**src/rtl/ksa_seq_multiplier_pkg.sv**
```systemverilog
// Shared types and constants for the sequential Kogge-Stone shift-add multiplier.
package ksa_mul_pkg;

  localparam int OP_W   = 16;
  localparam int PROD_W = 32;
  localparam int CNT_W  = 5;

  localparam logic [CNT_W-1:0] LAST_ITER = 5'd15;

  typedef enum logic [1:0] {IDLE, RUN, DONE} state_e;

endpackage

```
**src/rtl/ksa_seq_multiplier_adder.sv**
```systemverilog
// 16-bit Kogge-Stone parallel-prefix adder, no carry-in, 17-bit sum (S[16] is carry-out).
module koggeStoneAdder (
  input  logic [15:0] A,
  input  logic [15:0] B,
  output logic [16:0] S
);

  localparam int N      = 16;
  localparam int LEVELS = 4;

  logic [LEVELS:0][N-1:0] g;
  logic [LEVELS:0][N-1:0] p;

  assign g[0] = A & B;
  assign p[0] = A ^ B;

  // Each level doubles the span of the group generate/propagate terms.
  for (genvar l = 0; l < LEVELS; l++) begin : g_lvl
    localparam int D = 1 << l;
    for (genvar i = 0; i < N; i++) begin : g_bit
      if (i >= D) begin : g_merge
        assign g[l+1][i] = g[l][i] | (p[l][i] & g[l][i-D]);
        assign p[l+1][i] = p[l][i] & p[l][i-D];
      end else begin : g_pass
        assign g[l+1][i] = g[l][i];
        assign p[l+1][i] = p[l][i];
      end
    end
  end

  assign S[0]     = p[0][0];
  assign S[N-1:1] = p[0][N-1:1] ^ g[LEVELS][N-2:0];
  assign S[N]     = g[LEVELS][N-1];

endmodule

```
**src/rtl/ksa_seq_multiplier.sv**
```systemverilog
// 16x16 unsigned shift-add multiplier iterating one Kogge-Stone adder per multiplier bit.
module ksa_seq_multiplier
  import ksa_mul_pkg::*;
#(
  parameter bit ZERO_BYPASS = 1'b1
) (
  input  logic              clk,
  input  logic              rst_n,
  input  logic              start_valid,
  output logic              start_ready,
  input  logic [OP_W-1:0]   a,
  input  logic [OP_W-1:0]   b,
  output logic              res_valid,
  input  logic              res_ready,
  output logic [PROD_W-1:0] product,
  output logic              busy
);

  state_e           state_q;
  logic [OP_W-1:0]  hi_q, lo_q, mcand_q;
  logic [CNT_W-1:0] cnt_q;
  logic [OP_W:0]    add_s;
  logic [OP_W:0]    sum17;

  koggeStoneAdder u_ksa (
    .A (hi_q),
    .B (mcand_q),
    .S (add_s)
  );

  // Skip the add when the current multiplier bit is clear; the shift still happens.
  assign sum17 = lo_q[0] ? add_s : {1'b0, hi_q};

  always_ff @(posedge clk or negedge rst_n) begin
    if (!rst_n) begin
      state_q <= IDLE;
      hi_q    <= '0;
      lo_q    <= '0;
      mcand_q <= '0;
      cnt_q   <= '0;
    end else begin
      case (state_q)
        IDLE: begin
          if (start_valid) begin
            mcand_q <= a;
            hi_q    <= '0;
            cnt_q   <= '0;
            if (ZERO_BYPASS && ((a == '0) || (b == '0))) begin
              lo_q    <= '0;
              state_q <= DONE;
            end else begin
              lo_q    <= b;
              state_q <= RUN;
            end
          end
        end
        RUN: begin
          hi_q  <= sum17[OP_W:1];
          lo_q  <= {sum17[0], lo_q[OP_W-1:1]};
          cnt_q <= cnt_q + 5'd1;
          if (cnt_q == LAST_ITER) state_q <= DONE;
        end
        DONE: begin
          if (res_ready) state_q <= IDLE;
        end
        default: state_q <= IDLE;
      endcase
    end
  end

  assign start_ready = (state_q == IDLE);
  assign res_valid   = (state_q == DONE);
  assign busy        = (state_q != IDLE);
  assign product     = {hi_q, lo_q};

endmodule

```
**config.mk**
```make
export PLATFORM = sky130hd
export DESIGN_NAME = ksa_seq_multiplier
export DESIGN_NICKNAME = d
export VERILOG_FILES = /design/src/rtl/ksa_seq_multiplier_pkg.sv /design/src/rtl/ksa_seq_multiplier_adder.sv /design/src/rtl/ksa_seq_multiplier.sv
export SDC_FILE = /design/constraint.sdc
export NUM_CORES = 1
export LEC_CHECK = 0
export CORE_ASPECT_RATIO = 0.9
export CORE_UTILIZATION = 55
export DETAILED_ROUTE_END_ITERATION = 12
export HOLD_SLACK_MARGIN = 0.12
export PLACE_DENSITY = 0.86
export SYNTH_ARGS = -nofsm -noshare
export SYNTH_HDL_FRONTEND = slang
export SYNTH_SLANG_ARGS = --single-unit
```
**constraint.sdc**
```tcl
create_clock -name clk -period 5.3 [get_ports clk]
set_input_delay 0.795 -clock clk [delete_from_list [all_inputs] [get_ports clk]]
set_output_delay 0.795 -clock clk [all_outputs]
set_load 0.01 [all_outputs]
```
# After elaboration in Yosys (flattened, before gate mapping)
# Index checks and enable logic that the tools add are counted.
# W data, S select, Z words.
# op_classes
add_sub_neg	1
eq_ne	6
mux	13
n_bitwise	135
reduce_logical	9
# ops
op	count
$and A1 B1 Y1	83
$pmux W16 S2	2
$or A1 B1 Y1	49
$mux W16	3
$logic_not A16 Y1	2
$mux W17	1
$and A16 B16 Y16	1
$xor A16 B16 Y16	1
$xor A15 B15 Y15	1
$pmux W5 S2	1
$mux W2	4
$pmux W2 S3	1
$add A5 B1 Y5 const B	1
$eq A5 B4 Y1 const B	1
$mux W5	1
$ne A2 B2 Y1 const B	2
$reduce_and A2 Y1	2
$reduce_bool A2 Y1	2
$reduce_and A3 Y1	1
$eq A2 B1 Y1 const B	1
$eq A2 B2 Y1 const B	1
$logic_not A2 Y1	1
$ne A2 B1 Y1 const B	1
$logic_or A1 B1 Y1	1
# word_totals
regBits	55
wordCells	169

# Longest topological paths before layout
# Gate-level depths: netlist of run 1.
# depth
ltp_word	11
mapped_depth	8
mapped_depth_nobuf	8

# Cells and area by module
# From an unflattened synthesis of run 1, not the netlist that was laid out.
# unflattened
cells_unflattened	301
hier_area_um2	3236.9
# modules_own_cells
mod	instances	cells_per_inst	area_per_inst_um2
ksa_seq_multiplier	1	205	2472.4
koggeStoneAdder	1	96	764.5

# Least setup slack after synthesis of run 1
# Ideal clock, no wire load.
# synth_timing
path_kind	register to register
from	register hi_q[0]
to	register hi_q[11]
setup_time_ns	0.132
arrival_ns	2.023
slack_ns	3.144
stages_incl_launch_ff	8
cell_sequence	dfrtp_1 > ha_1 > fa_1 > a21oi_1 > o21ai_2 > a311oi_2 > or4_1 > nand4_1
# synth_between
elab_chain_cells	10
# synth_rtl
item	line	rtl
start: declaration	ksa_seq_multiplier.sv:20	logic [OP_W-1:0] hi_q, lo_q, mcand_q;
start signal: assignment	ksa_seq_multiplier.sv:58	hi_q <= sum17[OP_W:1];
$and A16 B16 Y16	ksa_seq_multiplier_adder.sv:14	assign g[0] = A & B;
$and A1 B1 Y1	ksa_seq_multiplier_adder.sv:22	assign g[l+1][i] = g[l][i] | (p[l][i] & g[l][i-D]);
$or A1 B1 Y1	ksa_seq_multiplier_adder.sv:22	
$and A1 B1 Y1	ksa_seq_multiplier_adder.sv:22	
$or A1 B1 Y1	ksa_seq_multiplier_adder.sv:22	
$and A1 B1 Y1	ksa_seq_multiplier_adder.sv:22	
$or A1 B1 Y1	ksa_seq_multiplier_adder.sv:22	
$xor A15 B15 Y15	ksa_seq_multiplier_adder.sv:32	assign S[N-1:1] = p[0][N-1:1] ^ g[LEVELS][N-2:0];
$mux W17	ksa_seq_multiplier.sv:32	assign sum17 = lo_q[0] ? add_s : {1'b0, hi_q};
$pmux W16 S2	ksa_seq_multiplier.sv:42	case (state_q)
# Every way passes these cells.
# A chain may end at the register's enable or synchronous reset.

# Worst setup path in the final report of run 1
# layout_timing
from	register lo_q[0]
to	output product[0]
# layout_lines
item	line	rtl
start: declaration	ksa_seq_multiplier.sv:20	
start signal: assignment	ksa_seq_multiplier.sv:59	lo_q <= {sum17[0], lo_q[OP_W-1:1]};
end: declaration	ksa_seq_multiplier.sv:15	output logic [PROD_W-1:0] product,
# No word-level cell between the ends.

==> results.json, run 1 <==
{
  "status": "complete, no violations",
  "clock_latency_ns": 0.32,
  "cp_cell_sequence": "clkdlybuf4s50_1",
  "drt-initial-drc-count": 258,
  "r2r_start": "hi_q[0]",
  "final_area_um2": 4000,
  "worstSetupPathType": "flop to primary output",
  "pwr-share-seq_pct": 30.2,
  "num_vias": 2896,
  "grt_max_degree": 56,
  "place.port_buffers": 70,
  "power.net_switching_uw": 1280,
  "post_cts_buffers": 0,
  "yosysWarnings": 0,
  "numCtsBuffers": 5,
  "place.gp.congestion": 0.874,
  "netlist_area_um2": 3200,
  "async_flop_share_pct": 100,
  "die_y_um": 74.3,
  "critPathLaunch": "lo_q[0]",
  "synth.net_count": 385,
  "crit_fanout": 16,
  "synth_top_flop_cell": "dfrtp_1",
  "period_needed_ns": 2.58,
  "tightest_slew_ns": 1.05,
  "setup_tns_ns": 0,
  "slew_headroom_pct": 29.9,
  "cp-end-kind": "primary output",
  "htree_levels": 2,
  "top_usage_layer": "met2",
  "die_w_um": 82.4,
  "pwr_density_cell_nw_per_um2": 716,
  "hold_start": "cnt_q[2]",
  "cts_hold_buffers": 0,
  "synthDistinctLibCells": 53,
  "fmax_mhz": 387,
  "num_io_pins": 71,
  "ys_ff_latch": 55,
  "rows": 25,
  "p_clk_share_pct": 8.1,
  "critical_path_required_ns": 4.51,
  "final_max_slew_viol_count": 0,
  "yosysSeqAreaShare_pct": 43.1,
  "place_hpwl_mm": 5.76,
  "drc": 0,
  "power.share.combinational_pct": 61.7,
  "worst-path-buf-inv": 1,
  "fin_skew_ns": 0.0116,
  "core-area_um2": 5410,
  "dr.pass1.iters": 4,
  "grt_overflow": 0,
  "finalSetupViolCount": 0,
  "syn_inst": 330,
  "die_area_um2": 6120,
  "peakVddDrop_v": 0.000431,
  "antenna_cells": 0,
  "antenna_found_initial": 0,
  "cts_tree": "done",
  "clk_pin_slew_ns": 0.10,
  "final_util_pct": 73.8,
  "cp_top_family": "flip-flops",
  "placed_cell_area_um2": 3910,
  "finalHoldViolCount": 0,
  "internal_power_uw": 1580,
  "grt_pass1_vias": 2716,
  "slowest_stage": "dfrtp_1",
  "swShare_pct": 44.7,
  "grtUsageMet2_pct": 42.3,
  "nets": 445,
  "p_leak_uw": 0.00172,
  "use_met1_pct": 40.9,
  "area_growth_pct": 25.0,
  "hold_class": "flop to flop",
  "postSynthAreaPerCell_um2": 9.69,
  "ctsResizeCount": 0,
  "clock_sinks": 55,
  "timing.final.crit_share_pct": 48.7,
  "wl_per_cell_um": 17.5,
  "ctsLongestPathBuffers": 2,
  "grt_setup_unrepaired": "false",
  "drive_above_1_share_pct": 9.72,
  "grt_pass1_wl_mm": 12.9,
  "fillers": 418,
  "startpoint_type": "flop",
  "ant_nets": 0,
  "routed_wl_mm": 8.02,
  "drv_cap": 0,
  "max_stage_delay_ns": 0.81,
  "totalPowerFinal_uw": 2860,
  "via_per_inst": 6.32,
  "clock-root-buffer": "clkbuf_8",
  "start_util_pct": 59.1,
  "synth-edff-count": 0,
  "met3_usage_pct": 4.91,
  "arrival_ns": 1.79,
  "track_usage_pct": 28.3
}
## worst paths after layout
check                                  end  cells past startpoint  slack, ns
worst max-delay path            product[0]                      1       2.72
worst min-delay path              cnt_q[2]                      1       0.52
worst max register to register     hi_q[9]                      7       2.84
worst min register to register    cnt_q[2]                      1       0.52
max in group asynchronous       mcand_q[7]                      2       4.23
min in group asynchronous       state_q[1]                      2       0.59
## cells in the final DEF, fill, tap and decap left out, types with 2 or more instances in the layout
cell	instances
a21boi_0	2
a21o_1	6
a21oi_1	25
a22o_1	2
a22oi_1	6
a31oi_1	2
a32oi_1	3
and2_1	3
and3_1	4
buf_4	2
clkbuf_8	5
clkdlybuf4s50_1	69
dfrtp_1	55
ha_1	18
inv_1	6
mux2_2	18
mux2i_1	6
nand2_1	37
nand2b_1	2
nand3_1	6
nand4_1	8
nor2_1	16
nor2b_1	4
nor3_1	3
nor4_1	8
o21ai_0	21
o21bai_1	2
o22ai_1	16
o31ai_1	2
or4_1	2
xnor2_1	4
xor2_1	4
## synthesized netlist by cell type (all sizes together), types with 2 or more instances
cell	instances	share of area, %
a22o	2	0.55
a31oi	3	0.78
nor2	16	1.9
and3	4	0.78
inv	6	0.70
a21oi	26	4.2
nand4	8	1.6
buf	7	1.1
nand2b	2	0.39
nand3	6	0.94
ha	18	7.0
clkbuf	12	1.4
dfrtp	55	43
a22oi	6	1.4
nor2b	4	0.78
a21boi	3	0.82
o21bai	2	0.47
nand2	37	4.3
nor3	3	0.47
nor4	8	1.6
a21o	6	1.4
a32oi	3	0.82
o22ai	16	3.1
or4	2	0.47
mux2i	6	1.9
xor2	4	1.1
o31ai	2	0.47
or2	2	0.39
o21ai	23	3.7
xnor2	4	1.1
mux2	18	6.3
and2	3	0.59
## kinds of logic after synthesis
kind of cell | after synthesis | synth area share [%]
adder cells (fa/ha/maj) | 19 | 7.67
flip-flops | 55 | 43.1
buffers and inverters | 25 | 3.21
multiplexers | 24 | 8.22
AO/OA/AOI/OAI | 101 | 20.6
XOR/XNOR | 8 | 2.19
AND/OR/NAND/NOR | 98 | 15.0
## state kept, by name, summed over array words and instances, names as in the netlist
name / flops
mcand_q: 16
cnt_q: 5
lo_q: 16
hi_q: 16
state_q: 2
## power by group through the flow
| stage | Sequential, uW | Clock (uW) | Combinational, uW |
|---|---|---|---|
| after floorplan | 847 | 0 | 1180 |
| after global placement | 856 | 0 | 1670 |
| after detailed placement | 864 | 0 | 1740 |
| after CTS | 856 | 235 | 1750 |
| after global routing | 890 | 250 | 1950 |
| final | 865 | 233 | 1760 |
## through the flow
stage / hold slack (ns) / instances / setup slack (ns)
after floorplan: 0.464 / 330 / 3.14
after global placement: 0.489 / 450 / 2.61
after detailed placement: 0.506 / 450 / 2.51
after CTS: 0.521 / 458 / 2.75
after global routing: 0.541 / 458 / 2.66
final: 0.523 / 458 / 2.72
## final cells by class
| type | instances | area, um^2 | share of cell area (%) |
|---|---|---|---|
| inverter | 6 | 22.5 | 0.564 |
| clock buffer | 6 | 72.6 | 1.82 |
| sequential | 55 | 1380 | 34.4 |
| multi-input combinational | 250 | 1720 | 43.0 |
| timing repair buffer | 72 | 711 | 17.8 |
| clock inverter | 2 | 12.5 | 0.313 |
| tap | 67 | 83.8 | 2.10 |
## worst reg2reg max path, cell delays in order, from the launching register on
cell and delay (ns):
dfrtp_1 0.43, ha_1 0.26, fa_1 0.41, a21oi_1 0.27, o21ai_2 0.13, a311oi_2 0.56
nor3_1 0.12, nand3b_1 0.18
## layer usage
| metal | vias up | routed length (um) |
|---|---|---|
| met5 | - | 0 |
| met4 | 0 | 145 |
| met3 | 18 | 603 |
| met2 | 135 | 3590 |
| met1 | 1393 | 3670 |
| li1 | 1350 | - |
No activity file was read; power rests on OpenSTA's default activity.
==> inputs of run 2 (changes only) <==
--- a/config.mk
+++ b/config.mk
@@ -6,10 +6,10 @@
 export NUM_CORES = 1
 export LEC_CHECK = 0
 export CORE_ASPECT_RATIO = 0.9
-export CORE_UTILIZATION = 55
+export CORE_UTILIZATION = 51
 export DETAILED_ROUTE_END_ITERATION = 12
 export HOLD_SLACK_MARGIN = 0.12
-export PLACE_DENSITY = 0.86
+export PLACE_DENSITY = 0.81
 export SYNTH_ARGS = -nofsm -noshare
 export SYNTH_HDL_FRONTEND = slang
 export SYNTH_SLANG_ARGS = --single-unit
==> constraint.sdc (replaced) <==
create_clock -name clk -period 2.5 [get_ports clk]
set_input_delay 0.375 -clock clk [delete_from_list [all_inputs] [get_ports clk]]
set_output_delay 0.375 -clock clk [all_outputs]
set_load 0.01 [all_outputs]
==> results.json, run 2 (synthesis results as in run 1) <==
{
  "place_hpwl_mm": 5.93,
  "htree_levels": 2,
  "post_cts_buffers": 0,
  "layout_commonest_cell": "clkdlybuf4s50_1",
  "dp.cells": 459,
  "clk_pin_slew_ns": 0.10,
  "routed_wl_mm": 7.92,
  "worstSetupPathType": "flop to flop",
  "cp-end-kind": "flop",
  "via_per_inst": 6.13,
  "fin_skew_ns": 0.00873,
  "grt_overflow": 0,
  "fin_cells": 468,
  "grt_pass1_vias": 2776,
  "clock-root-buffer": "clkbuf_8",
  "placed_cell_area_um2": 3970,
  "peakVddDrop_v": 0.000770,
  "slew_headroom_pct": 56.7,
  "setup_ws_ns": 0.249,
  "period_needed_ns": 2.25,
  "wl_per_cell_um": 16.9,
  "nets": 452,
  "dp_slack_ns": 0.179,
  "start_util_pct": 54.6,
  "clock_latency_ns": 0.31,
  "dr.pass1.iters": 5,
  "clock_sinks": 55,
  "p_leak_uw": 0.00176,
  "final_area_um2": 4090,
  "hold_class": "flop to flop",
  "antenna_found_initial": 0,
  "tightest_slew_ns": 0.649,
  "finalHoldViolCount": 0,
  "timing.final.crit_share_pct": 90.1,
  "drt-initial-drc-count": 249,
  "area_growth_pct": 27.9,
  "antenna_cells": 0,
  "reg_top3": "hi_q (16), lo_q (16), mcand_q (16)",
  "cts_tree": "done",
  "rows": 26,
  "numCtsBuffers": 5,
  "setup_tns_ns": 0,
  "drc": 0,
  "hold_ws_ns": 0.521,
  "fmax_mhz": 444,
  "ant_nets": 0,
  "pwr_density_cell_nw_per_um2": 1500,
  "grt_pass1_wl_mm": 13.2,
  "status": "complete, no violations",
  "die_y_um": 77.1,
  "grt_setup_unrepaired": "false",
  "core-area_um2": 5860,
  "critical_path_required_ns": 2.70,
  "mostFrequentLayoutCells": "clkdlybuf4s50_1, dfrtp_1, nand2_1",
  "finalSetupViolCount": 0,
  "place.gp.congestion": 0.900,
  "arrival_ns": 2.46,
  "die_area_um2": 6590,
  "place.port_buffers": 70,
  "final_max_slew_viol_count": 0,
  "startpoint_type": "flop",
  "drv_cap": 0,
  "num_io_pins": 71,
  "num_vias": 2869,
  "die_w_um": 85.5,
  "track_usage_pct": 25.1,
  "ctsLongestPathBuffers": 2,
  "grt_max_degree": 32,
  "drive_above_1_share_pct": 11.3,
  "crit_fanout": 4
}
run 2: cell type report:
| type | count | area, um^2 |
|---|---|---|
| flip-flops and latches | 55 | 1380 |
| clock inverters | 3 | 25.0 |
| clock buffers | 5 | 68.8 |
| well taps | 70 | 87.6 |
| inverters | 6 | 22.5 |
| multi-input cells | 250 | 1730 |
| fillers | 452 | 1770 |
| repair buffers | 79 | 778 |
run 2: path summary, 6_finish.rpt:
path | end | start | slack, ns | cells past startpoint
setup / recovery | hi_q[10] | hi_q[5] | 0.25 | 7
hold / removal | cnt_q[2] | cnt_q[2] | 0.52 | 1
setup reg to reg | hi_q[10] | hi_q[5] | 0.25 | 7
hold reg to reg | cnt_q[2] | cnt_q[2] | 0.52 | 1
max in group asynchronous | mcand_q[9] | rst_n | 1.32 | 3
min in group asynchronous | cnt_q[3] | rst_n | 0.61 | 2
run 2: critical path, cell delays in order (launching register included):
cell and delay [ns]:
dfrtp_1 0.45, ha_1 0.40, nand2_1 0.08, or3_4 0.40, a31oi_2 0.23, a21o_1 0.21
a2111oi_2 0.08, a311o_1 0.29
run 2: power by group:
part | switching [uW] | total (uW) | internal, uW
Clock | 309 | 510 | 201
Combinational | 1980 | 3850 | 1870
Sequential | 428 | 1790 | 1360
Total | 2710 | 6150 | 3430
run 2: layer usage:
metal,vias up,wire [um],GRT usage (%)
met1,1368,3580,35.7
met3,13,622,5.17
met2,133,3610,39.0
met4,0,99,7.00
li1,1355,-,-
met5,-,0,0
run 2: per-stage QoR:
step	power (uW)	utilization, %
after floorplan	4300	-
after global placement	5430	67.8
after detailed placement	5580	67.8
after CTS	6100	69.6
after global routing	6650	69.8
final	6150	69.8
run 2: repair_timing:
action                                  4_1_cts  5_1_grt
hold buffers                                  1        0
endpoints found under the setup margin        0        3
hold endpoints to repair                     27        0
resized for setup                             0        1
